[config.mk]
export PLATFORM = sky130hd
export DESIGN_NAME = zeroriscy_trace_tx
export DESIGN_NICKNAME = d
export VERILOG_FILES = /design/src/rtl/zeroriscy_trace_pkg.sv /design/src/rtl/zeroriscy_trace_fifo.sv /design/src/rtl/zeroriscy_trace_tx.sv
export SDC_FILE = /design/constraint.sdc
export NUM_CORES = 1
export LEC_CHECK = 0
export ABC_AREA = 1
export BUFFER_PORTS_ARGS = -buffer_cell sky130_fd_sc_hd__buf_2
export CAP_MARGIN = 20
export CELL_PAD_IN_SITES_DETAIL_PLACEMENT = 1
export CELL_PAD_IN_SITES_GLOBAL_PLACEMENT = 2
export CORE_ASPECT_RATIO = 1.4
export CORE_MARGIN = 3
export CORE_UTILIZATION = 46
export DETAILED_ROUTE_END_ITERATION = 8
export PLACE_DENSITY_LB_ADDON = 0.1
export SLEW_MARGIN = 20
export SYNTH_ARGS = -nofsm -noshare
export SYNTH_HDL_FRONTEND = slang
export SYNTH_SLANG_ARGS = --single-unit
[constraint.sdc]
create_clock -name clk -period 13.52 [get_ports clk]
set_clock_uncertainty 0.15 [all_clocks]
set_input_delay 1.352 -clock clk [delete_from_list [all_inputs] [get_ports clk]]
set_output_delay 1.352 -clock clk [all_outputs]
set_load 0.01 [all_outputs]
[src/rtl/zeroriscy_trace_pkg.sv]
// Shared types and constants for the zeroriscy retire-trace transmitter.
package zeroriscy_trace_pkg;

    typedef struct packed {
        logic [31:0] pc;
        logic [31:0] instr;
        logic [4:0]  rd_addr;
        logic        rd_we;
        logic [31:0] rd_wdata;
        logic        mem_en;
        logic [31:0] mem_addr;
        logic        ovf;
    } trace_rec_t;

    localparam int unsigned HDR_RD_WE_BIT  = 0;
    localparam int unsigned HDR_MEM_EN_BIT = 1;
    localparam int unsigned HDR_OVF_BIT    = 2;
    localparam int unsigned HDR_RD_LSB     = 3;

    typedef enum logic [2:0] {
        TX_IDLE,
        TX_HDR,
        TX_PC,
        TX_INSTR,
        TX_WDATA,
        TX_MADDR
    } tx_state_e;

    localparam int unsigned PKT_LEN_BASE = 9;
    localparam int unsigned PKT_LEN_ONE  = 13;
    localparam int unsigned PKT_LEN_FULL = 17;

    function automatic logic [7:0] header_byte(input trace_rec_t r);
        logic [7:0] h;
        h                 = '0;
        h[7:HDR_RD_LSB]   = r.rd_addr;
        h[HDR_OVF_BIT]    = r.ovf;
        h[HDR_MEM_EN_BIT] = r.mem_en;
        h[HDR_RD_WE_BIT]  = r.rd_we;
        return h;
    endfunction

    // Little-endian byte select within a 32-bit field.
    function automatic logic [7:0] word_byte(input logic [31:0] w, input logic [1:0] idx);
        logic [7:0] b;
        case (idx)
            2'd0:    b = w[7:0];
            2'd1:    b = w[15:8];
            2'd2:    b = w[23:16];
            default: b = w[31:24];
        endcase
        return b;
    endfunction

endpackage

[src/rtl/zeroriscy_trace_fifo.sv]
// Synchronous record FIFO; full/empty derive from the registered occupancy count.
module zeroriscy_trace_fifo
    import zeroriscy_trace_pkg::*;
#(
    parameter int unsigned DEPTH = 4
) (
    input  logic                     clk,
    input  logic                     rst_n,
    input  logic                     push,
    input  trace_rec_t               push_rec,
    input  logic                     pop,
    output trace_rec_t               pop_rec,
    output logic                     full,
    output logic                     empty,
    output logic [$clog2(DEPTH):0]   count
);

    localparam int unsigned PTR_W = $clog2(DEPTH);
    localparam int unsigned CNT_W = PTR_W + 1;
    localparam logic [CNT_W-1:0] DEPTH_C = CNT_W'(DEPTH);

    trace_rec_t       mem [DEPTH];
    logic [PTR_W-1:0] wr_ptr;
    logic [PTR_W-1:0] rd_ptr;
    logic             do_push;
    logic             do_pop;

    assign full    = (count == DEPTH_C);
    assign empty   = (count == '0);
    assign do_push = push && !full;
    assign do_pop  = pop && !empty;
    assign pop_rec = mem[rd_ptr];

    always_ff @(posedge clk or negedge rst_n) begin
        if (!rst_n) begin
            wr_ptr <= '0;
            rd_ptr <= '0;
            count  <= '0;
        end else begin
            if (do_push) wr_ptr <= wr_ptr + PTR_W'(1);
            if (do_pop)  rd_ptr <= rd_ptr + PTR_W'(1);
            case ({do_push, do_pop})
                2'b10:   count <= count + CNT_W'(1);
                2'b01:   count <= count - CNT_W'(1);
                default: count <= count;
            endcase
        end
    end

    always_ff @(posedge clk) begin
        if (do_push) mem[wr_ptr] <= push_rec;
    end

endmodule

[src/rtl/zeroriscy_trace_tx.sv]
// Retire-trace transmitter: captures retire records into a FIFO and serializes
// each as a 9/13/17-byte little-endian packet on a valid/ready byte stream.
module zeroriscy_trace_tx
    import zeroriscy_trace_pkg::*;
#(
    parameter int unsigned FIFO_DEPTH     = 4,
    parameter int unsigned DROP_CNT_WIDTH = 16
) (
    input  logic                      clk,
    input  logic                      rst_n,
    input  logic                      trace_en,
    input  logic                      retire_valid,
    input  logic [31:0]               retire_pc,
    input  logic [31:0]               retire_instr,
    input  logic                      retire_rd_we,
    input  logic [4:0]                retire_rd_addr,
    input  logic [31:0]               retire_rd_wdata,
    input  logic                      retire_mem_en,
    input  logic [31:0]               retire_mem_addr,
    output logic [7:0]                tx_data,
    output logic                      tx_valid,
    input  logic                      tx_ready,
    output logic                      tx_last,
    output logic [DROP_CNT_WIDTH-1:0] drop_count,
    output logic                      busy
);

    localparam int unsigned CNT_W = $clog2(FIFO_DEPTH) + 1;

    trace_rec_t       cap_rec;
    trace_rec_t       head_rec;
    trace_rec_t       cur;
    logic             fifo_full;
    logic             fifo_empty;
    logic [CNT_W-1:0] fifo_count;
    logic             fifo_pop;
    logic             cap_req;
    logic             do_push;
    logic             do_drop;
    logic             ovf_pending;
    tx_state_e        state;
    tx_state_e        state_d;
    logic [1:0]       byte_idx;
    logic [1:0]       idx_d;

    assign cap_req = retire_valid && trace_en;
    assign do_push = cap_req && !fifo_full;
    assign do_drop = cap_req && fifo_full;

    always_comb begin
        cap_rec          = '0;
        cap_rec.pc       = retire_pc;
        cap_rec.instr    = retire_instr;
        cap_rec.rd_addr  = retire_rd_addr;
        cap_rec.rd_we    = retire_rd_we;
        cap_rec.rd_wdata = retire_rd_wdata;
        cap_rec.mem_en   = retire_mem_en;
        cap_rec.mem_addr = retire_mem_addr;
        cap_rec.ovf      = ovf_pending;
    end

    zeroriscy_trace_fifo #(
        .DEPTH (FIFO_DEPTH)
    ) u_fifo (
        .clk      (clk),
        .rst_n    (rst_n),
        .push     (do_push),
        .push_rec (cap_rec),
        .pop      (fifo_pop),
        .pop_rec  (head_rec),
        .full     (fifo_full),
        .empty    (fifo_empty),
        .count    (fifo_count)
    );

    // A drop and a successful push are mutually exclusive in one cycle.
    always_ff @(posedge clk or negedge rst_n) begin
        if (!rst_n) begin
            ovf_pending <= 1'b0;
            drop_count  <= '0;
        end else begin
            if (do_drop) begin
                ovf_pending <= 1'b1;
                if (drop_count != '1) drop_count <= drop_count + DROP_CNT_WIDTH'(1);
            end else if (do_push) begin
                ovf_pending <= 1'b0;
            end
        end
    end

    always_ff @(posedge clk or negedge rst_n) begin
        if (!rst_n) begin
            state    <= TX_IDLE;
            byte_idx <= '0;
            cur      <= '0;
        end else begin
            state    <= state_d;
            byte_idx <= idx_d;
            if (fifo_pop) cur <= head_rec;
        end
    end

    always_comb begin
        state_d  = state;
        idx_d    = byte_idx;
        fifo_pop = 1'b0;
        tx_valid = (state != TX_IDLE);
        tx_last  = 1'b0;
        tx_data  = '0;

        case (state)
            TX_IDLE: begin
                if (!fifo_empty) begin
                    fifo_pop = 1'b1;
                    state_d  = TX_HDR;
                    idx_d    = '0;
                end
            end
            TX_HDR: begin
                tx_data = header_byte(cur);
                if (tx_ready) state_d = TX_PC;
            end
            TX_PC: begin
                tx_data = word_byte(cur.pc, byte_idx);
                if (tx_ready) begin
                    idx_d = byte_idx + 2'd1;
                    if (byte_idx == 2'd3) state_d = TX_INSTR;
                end
            end
            TX_INSTR: begin
                tx_data = word_byte(cur.instr, byte_idx);
                tx_last = (byte_idx == 2'd3) && !cur.rd_we && !cur.mem_en;
                if (tx_ready) begin
                    idx_d = byte_idx + 2'd1;
                    if (byte_idx == 2'd3) state_d = cur.rd_we ? TX_WDATA : TX_MADDR;
                end
            end
            TX_WDATA: begin
                tx_data = word_byte(cur.rd_wdata, byte_idx);
                tx_last = (byte_idx == 2'd3) && !cur.mem_en;
                if (tx_ready) begin
                    idx_d = byte_idx + 2'd1;
                    if (byte_idx == 2'd3) state_d = TX_MADDR;
                end
            end
            TX_MADDR: begin
                tx_data = word_byte(cur.mem_addr, byte_idx);
                tx_last = (byte_idx == 2'd3);
                if (tx_ready) idx_d = byte_idx + 2'd1;
            end
            default: state_d = TX_IDLE;
        endcase

        // Final handshake chains straight into the next queued header.
        if (tx_last && tx_ready) begin
            idx_d = '0;
            if (!fifo_empty) begin
                fifo_pop = 1'b1;
                state_d  = TX_HDR;
            end else begin
                state_d  = TX_IDLE;
            end
        end
    end

    assign busy = (fifo_count != '0) || (state != TX_IDLE);

endmodule
; ---- Word level (Yosys, flattened, before mapping)
; Memory sizes are Yosys's and may differ from the RTL's. A register that Yosys moved wholly into a read port is not among the register bits.
; Cells that the tools add are included.
[totals]
ram_bits = 544
reg_bits = 29
memories = 1
rom_bits = 0
latch_bits = 0
wordCells = 94
inputBits = 140
[memory_table]
columns = memory, words, width, rd, rd_clocked_by_memory_dff, wr, line_no
row1 = u_fifo.mem, 4, 136, 1, 1, 1, zeroriscy_trace_fifo.sv:22  ; trace_rec_t mem [DEPTH];
[classes]
order_cmp = 0
multipliers = 0
shift = 0
n_reduce_logical = 27
muxes = 31
n_bitwise = 0
n_div = 0
add_sub_neg = 6
n_eq_ne = 22
[ops]
columns = op, count
row1 = one-hot mux 8 bit (3 select lines), 4
row2 = one-hot mux 8 bit (5 select lines), 1
row3 = 2-to-1 mux 3 bit, 9
row4 = inequality test 3 bit (second input constant), 8
row5 = one-hot mux 3 bit (6 select lines), 1
row6 = adder 16 x 1 -> 16 bit (second input constant), 1
row7 = inequality test 16 bit (second input constant), 1
row8 = 2-to-1 mux 1 bit, 10
row9 = equality test 3 bit (second input constant), 3
row10 = logical AND 1 bit, 9
row11 = AND reduction 9 bit, 1
row12 = nonzero test 3 bit, 3
row13 = adder 2 x 1 -> 2 bit (second input constant), 3
row14 = equality test 2 bit (second input constant), 3
row15 = equality test 3 x 2 -> 1 bit (second input constant), 2
row16 = logical NOT 3 bit, 2
row17 = 2-to-1 mux 2 bit, 3
row18 = one-hot mux 3 bit (2 select lines), 1
row19 = logical NOT 1 bit, 5
row20 = equality test 2 x 1 -> 1 bit (second input constant), 2
row21 = one-hot mux 2 bit (2 select lines), 1
row22 = nonzero test 2 bit, 2
row23 = OR reduction 4 bit, 1
row24 = adder 3 x 1 -> 3 bit (second input constant), 1
row25 = 9 further kinds, 9

; ---- Longest topological paths before layout
[logic_depth]
ltp_word = 9
depth_mapped = 18
mapped_depth_nobuf = 16

; ---- Modules after synthesis
; A second synthesis with hierarchy kept.
[hier_totals]
hier_cells = 2628
area_unflattened_um2 = 29647.2
[modules_own_cells]
columns = module, instances, area_per_inst_um2, cells_per_inst
row1 = zeroriscy_trace_fifo, 1, 21843.4, 1648
row2 = zeroriscy_trace_tx, 1, 7803.7, 980

; ---- Worst setup path before layout
; No wires, ideal clock.
[synth_path]
kind = input-to-reg
startpoint = input port retire_valid
endpoint = memory u_fifo.mem[0][0] (netlist name), enable pin
slack_ns = 5.463
path_stages = 2
arrival_ns = 7.273
n_path_buf = 0
setup_ns = 0.634
required_ns = 12.736
path_cell_list = nand3_1 > nor2_1
[synth_via]
elab_chain_cells = 5
[synth_rtl]
columns = element, line_no
row1 = "start, declared", zeroriscy_trace_tx.sv:12  ; input logic retire_valid,
row2 = logical AND 1 bit, zeroriscy_trace_tx.sv:46  ; assign cap_req = retire_valid && trace_en;
row3 = logical AND 1 bit, zeroriscy_trace_tx.sv:47  ; assign do_push = cap_req && !fifo_full;
row4 = logical AND 1 bit, zeroriscy_trace_fifo.sv:30  ; assign do_push = push && !full;
row5 = 2-to-1 mux 1 bit, zeroriscy_trace_fifo.sv:51  ; if (do_push) mem[wr_ptr] <= push_rec;
row6 = 2-to-1 mux 1 bit (implied by the code), zeroriscy_trace_fifo.sv:51
row7 = "end, declared", zeroriscy_trace_fifo.sv:22
; No other way between the ends.

; ---- Final worst setup path
[layout_path]
startpoint = register byte_idx[0]
endpoint = output port tx_data[1]
[layout_via]
elab_chain_cells = 3
elab_cells_between_ends = 8
classes_between = eq/ne: 2 / mux: 5 / reduce/logical: 1
[layout_rtl]
columns = element, line_no
row1 = "start, declared", zeroriscy_trace_tx.sv:43  ; logic [1:0] byte_idx;
row2 = "start signal, assigned", zeroriscy_trace_tx.sv:98  ; byte_idx <= idx_d;
row3 = "equality test 2 bit, or another cell as far along", zeroriscy_trace_pkg.sv:46  ; case (idx)
row4 = one-hot mux 8 bit (3 select lines), zeroriscy_trace_pkg.sv:46
row5 = one-hot mux 8 bit (5 select lines) (*), zeroriscy_trace_tx.sv:111  ; case (state)
row6 = "end, declared", zeroriscy_trace_tx.sv:20  ; output logic [7:0] tx_data,
; Mark *: on every way between the ends. The rest lies on a longest branch, timed or not.

==> flow_summary_export.csv <==
group,metric,value,unit
synthesis,synth-edff-count,544,
place,pre_cts_slack,9.059,ns
timing,min_period,4.994,ns
timing,rsz0062_at_grt,"false",
synthesis,synth_compound_area_share,7.105,%
status,status,"finished clean",
clock_tree,clkSinkCount,709,
global_routing,grt_overflow,0,
detailed_routing,dr.first_iter.drc_count,1041,
global_routing,antenna_found_initial,0,
timing,finalSetupTns,0,ns
detailed_routing,routed_wl,72490,um
global_routing,track_usage,22.67,%
clock_tree,cts-resized-gates,0,
synthesis,syn_area,28320,um^2
power,p_leak,12.31,nW
power,powerDensity,220.0,nW/um^2
die,dieWidth,215.7,um
place,port_buffers,166,
worst_setup_path,arrival,3.49,ns
worst_setup_path,startpoint_type,"register",
synthesis,ys_ff_latch,709,
timing,setup_viol,0,
worst_setup_path,worst_setup_path_end_kind,"output pin",
worst_setup_path,crit_type,"reg -> out",
clock_tree,cts_post_setup_buffers_inserted,0,
detailed_routing,drt-pass1-iter-count,4,
synthesis,async_flop_share,23.27,%
die,io_pins,167,
worst_setup_path,crit_fanout,33,
synthesis,synth_cells,2209,
worst_hold_path,min_path_type,"reg -> reg",
clock_tree,cts-hold-fix-buffers,0,
synthesis,synthFlopType,"edfxtp_1",
clock_tree,cts_tree,"built",
clock_tree,htreeDepth,3,
global_routing,grt_pass1_vias,19110,
place,hpwl,43130,um
die,dieArea,64620,um^2
synthesis,yosysWarnings,0,
detailed_routing,vias,17680,
layout,area_growth,12.90,%
synthesis,synth_xor_area_share,0.5258,%
timing,final_hold_viol_count,0,
detailed_routing,detail-route-antenna-nets,0,
layout,drive_gt1_share,12.81,%
synthesis,synth_seq_area_share,72.27,%
run,drv_cap,0,
synthesis,muxShareOfSynthArea,4.807,%
die,die_h,299.6,um
layout,n_fill_cell,6208,
layout,nets,2479,
clock_tree,cts_buffer_depth,3,
worst_setup_path,critPathRequiredTime,12.02,ns
clock_tree,root_buffer,"clkbuf_16",
layout,diodes,0,
synthesis,syn_avg_cell_area,12.82,um^2
synthesis,synthesis.nets,2361,
detailed_routing,viasPerCell,5.527,
timing,tightest_slew,1.008,ns
timing,setup_ws,8.526,ns
detailed_routing,wl_per_cell,22.67,um
place,place.gp.congestion,0.7861,
clock_tree,clkLatencyLatePin,0.60,ns
power,total_power,7.035,mW
timing,fin_hold_ws,0.3215,ns
clock_tree,cts-buffers-inserted,69,
timing,period_share,36.94,%
synthesis,synth-simple-area-share,11.56,%
synthesis,yosys.area_share.adder,0.5567,%
timing,maxSlewHeadroom,32.70,%
detailed_routing,drcViolationCount,0,
timing,max_freq,0.2003,GHz
clock_tree,clk_pin_slew,0.06,ns
global_routing,grt_max_degree,173,
synthesis,synth_top_family_by_area,"simple AND/OR/NAND/NOR gates",
global_routing,grt_pass1_wl,113200,um
timing,maxSlewViolCount,0,
layout,final_util,52.48,%
die,fp-row-count,107,
power,peakVddDrop,0.1352,mV
die,core-area,60910,um^2
synthesis,ys_types,25,
die,start_util,46.49,%
cells by family after synthesis:
family | count (synthesis)
mux | 136
compound gates | 352
fa+ha+maj | 12
simple gates | 796
flops | 709
xor+xnor | 17
buf+inv | 187
area by class of cell:
cell class	instances	area [um^2]	share of cell area, %
clock inverter	41	397.9	1.245
timing repair buffer	186	1037	3.244
inverter	48	185.2	0.5792
multi-input combinational	1313	6999	21.89
tap	817	1022	3.197
clock buffer	84	1857	5.808
sequential	709	20470	64.03
cell usage in the layout, fill, tap and decap left out, types with 4 or more instances in the layout:
cell        netlist  routed
clkinv_1          0      12
o21ai_0         148     148
mux2i_1         136     136
bufinv_16         0       7
xnor2_1           5       5
ha_1             11       9
o22ai_1         136     136
nor3_1            5       5
edfxtp_1        544     544
clkbuf_1         84      11
nor2_4            1       5
inv_1            46      44
clkinvlp_4        0       4
nand3_1         186     186
nor2_1          165     161
buf_4            24      16
clkinv_2          0      14
dfrtp_1         165     163
buf_12            0       4
o211ai_1         32      32
xor2_1           12      12
buf_2            14     165
a21oi_1          36      36
nand2_1         423     423
nand4_1          12      12
clkbuf_16         0      72
power breakdown:
group	switching (mW)	leakage [nW]	internal, mW
clock network	0.808	1.10	1.12
logic	1.47	4.20	0.637
registers	0.236	7.01	2.77
registers in the layout, summed over array words and instances, names as in the netlist, 2 cells and up:
signal and cells:
u_fifo.rd_ptr 2, state 3, drop_count 16, u_fifo.wr_ptr 2
u_fifo.mem 544, byte_idx 2, cur 136, u_fifo.count 3
routing by layer:
| metal | vias to the layer above | track usage [%] | routed length (um) |
|---|---|---|---|
| met1 | 9020 | 28.93 | 29900 |
| met3 | 92 | 3.275 | 3173 |
| met5 | - | 0 | 0 |
| met2 | 343 | 40.12 | 37700 |
| li1 | 8221 | - | - |
| met4 | 0 | 7.101 | 1715 |
worst paths after layout:
check	start	end	slack, ns	cells after the start
worst max-delay path	byte_idx[0]	tx_data[1]	8.53	7
worst min-delay path	cur[51]	cur[51]	0.32	2
worst max register to register	state[1]	u_fifo.count[2]	9.09	16
worst min register to register	cur[51]	cur[51]	0.32	2
max in group asynchronous	rst_n	cur[27]	10.89	2
min in group asynchronous	rst_n	cur[13]	0.69	1
per-stage QoR:
stage	cells	area [um^2]
after CTS	3198	31970
after floorplan	2209	28320
after global placement	3073	29720
after global routing	3198	31970
final	3198	31970
after detailed placement	3073	29720
cells in the mapped netlist, types with 5 or more instances:
| cell type | number | area [um^2] |
|---|---|---|
| o211ai_1 | 32 | 240.2 |
| nor3_1 | 5 | 25.02 |
| nand4_1 | 12 | 75.07 |
| mux2i_1 | 136 | 1361 |
| xor2_1 | 12 | 105.1 |
| inv_1 | 46 | 172.7 |
| xnor2_1 | 5 | 43.79 |
| nor2_1 | 165 | 619.3 |
| nand2_1 | 423 | 1588 |
| buf_4 | 24 | 180.2 |
| clkbuf_1 | 84 | 315.3 |
| buf_6 | 12 | 135.1 |
| ha_1 | 11 | 137.6 |
| buf_1 | 5 | 18.77 |
| o22ai_1 | 136 | 850.8 |
| nand3_1 | 186 | 930.9 |
| dfrtp_1 | 165 | 4129 |
| a21oi_1 | 36 | 180.2 |
| edfxtp_1 | 544 | 16340 |
| o21ai_0 | 148 | 740.7 |
| buf_2 | 14 | 70.07 |
critical path: stages (launching register included):
cell	delay [ns]
dfrtp_1	0.43
ha_2	0.76
inv_1	0.71
o211ai_1	0.38
nand2_1	0.08
nor2_1	0.10
o21ai_0	0.21
buf_2	0.21
No activity file was read; power rests on OpenSTA's default activity.
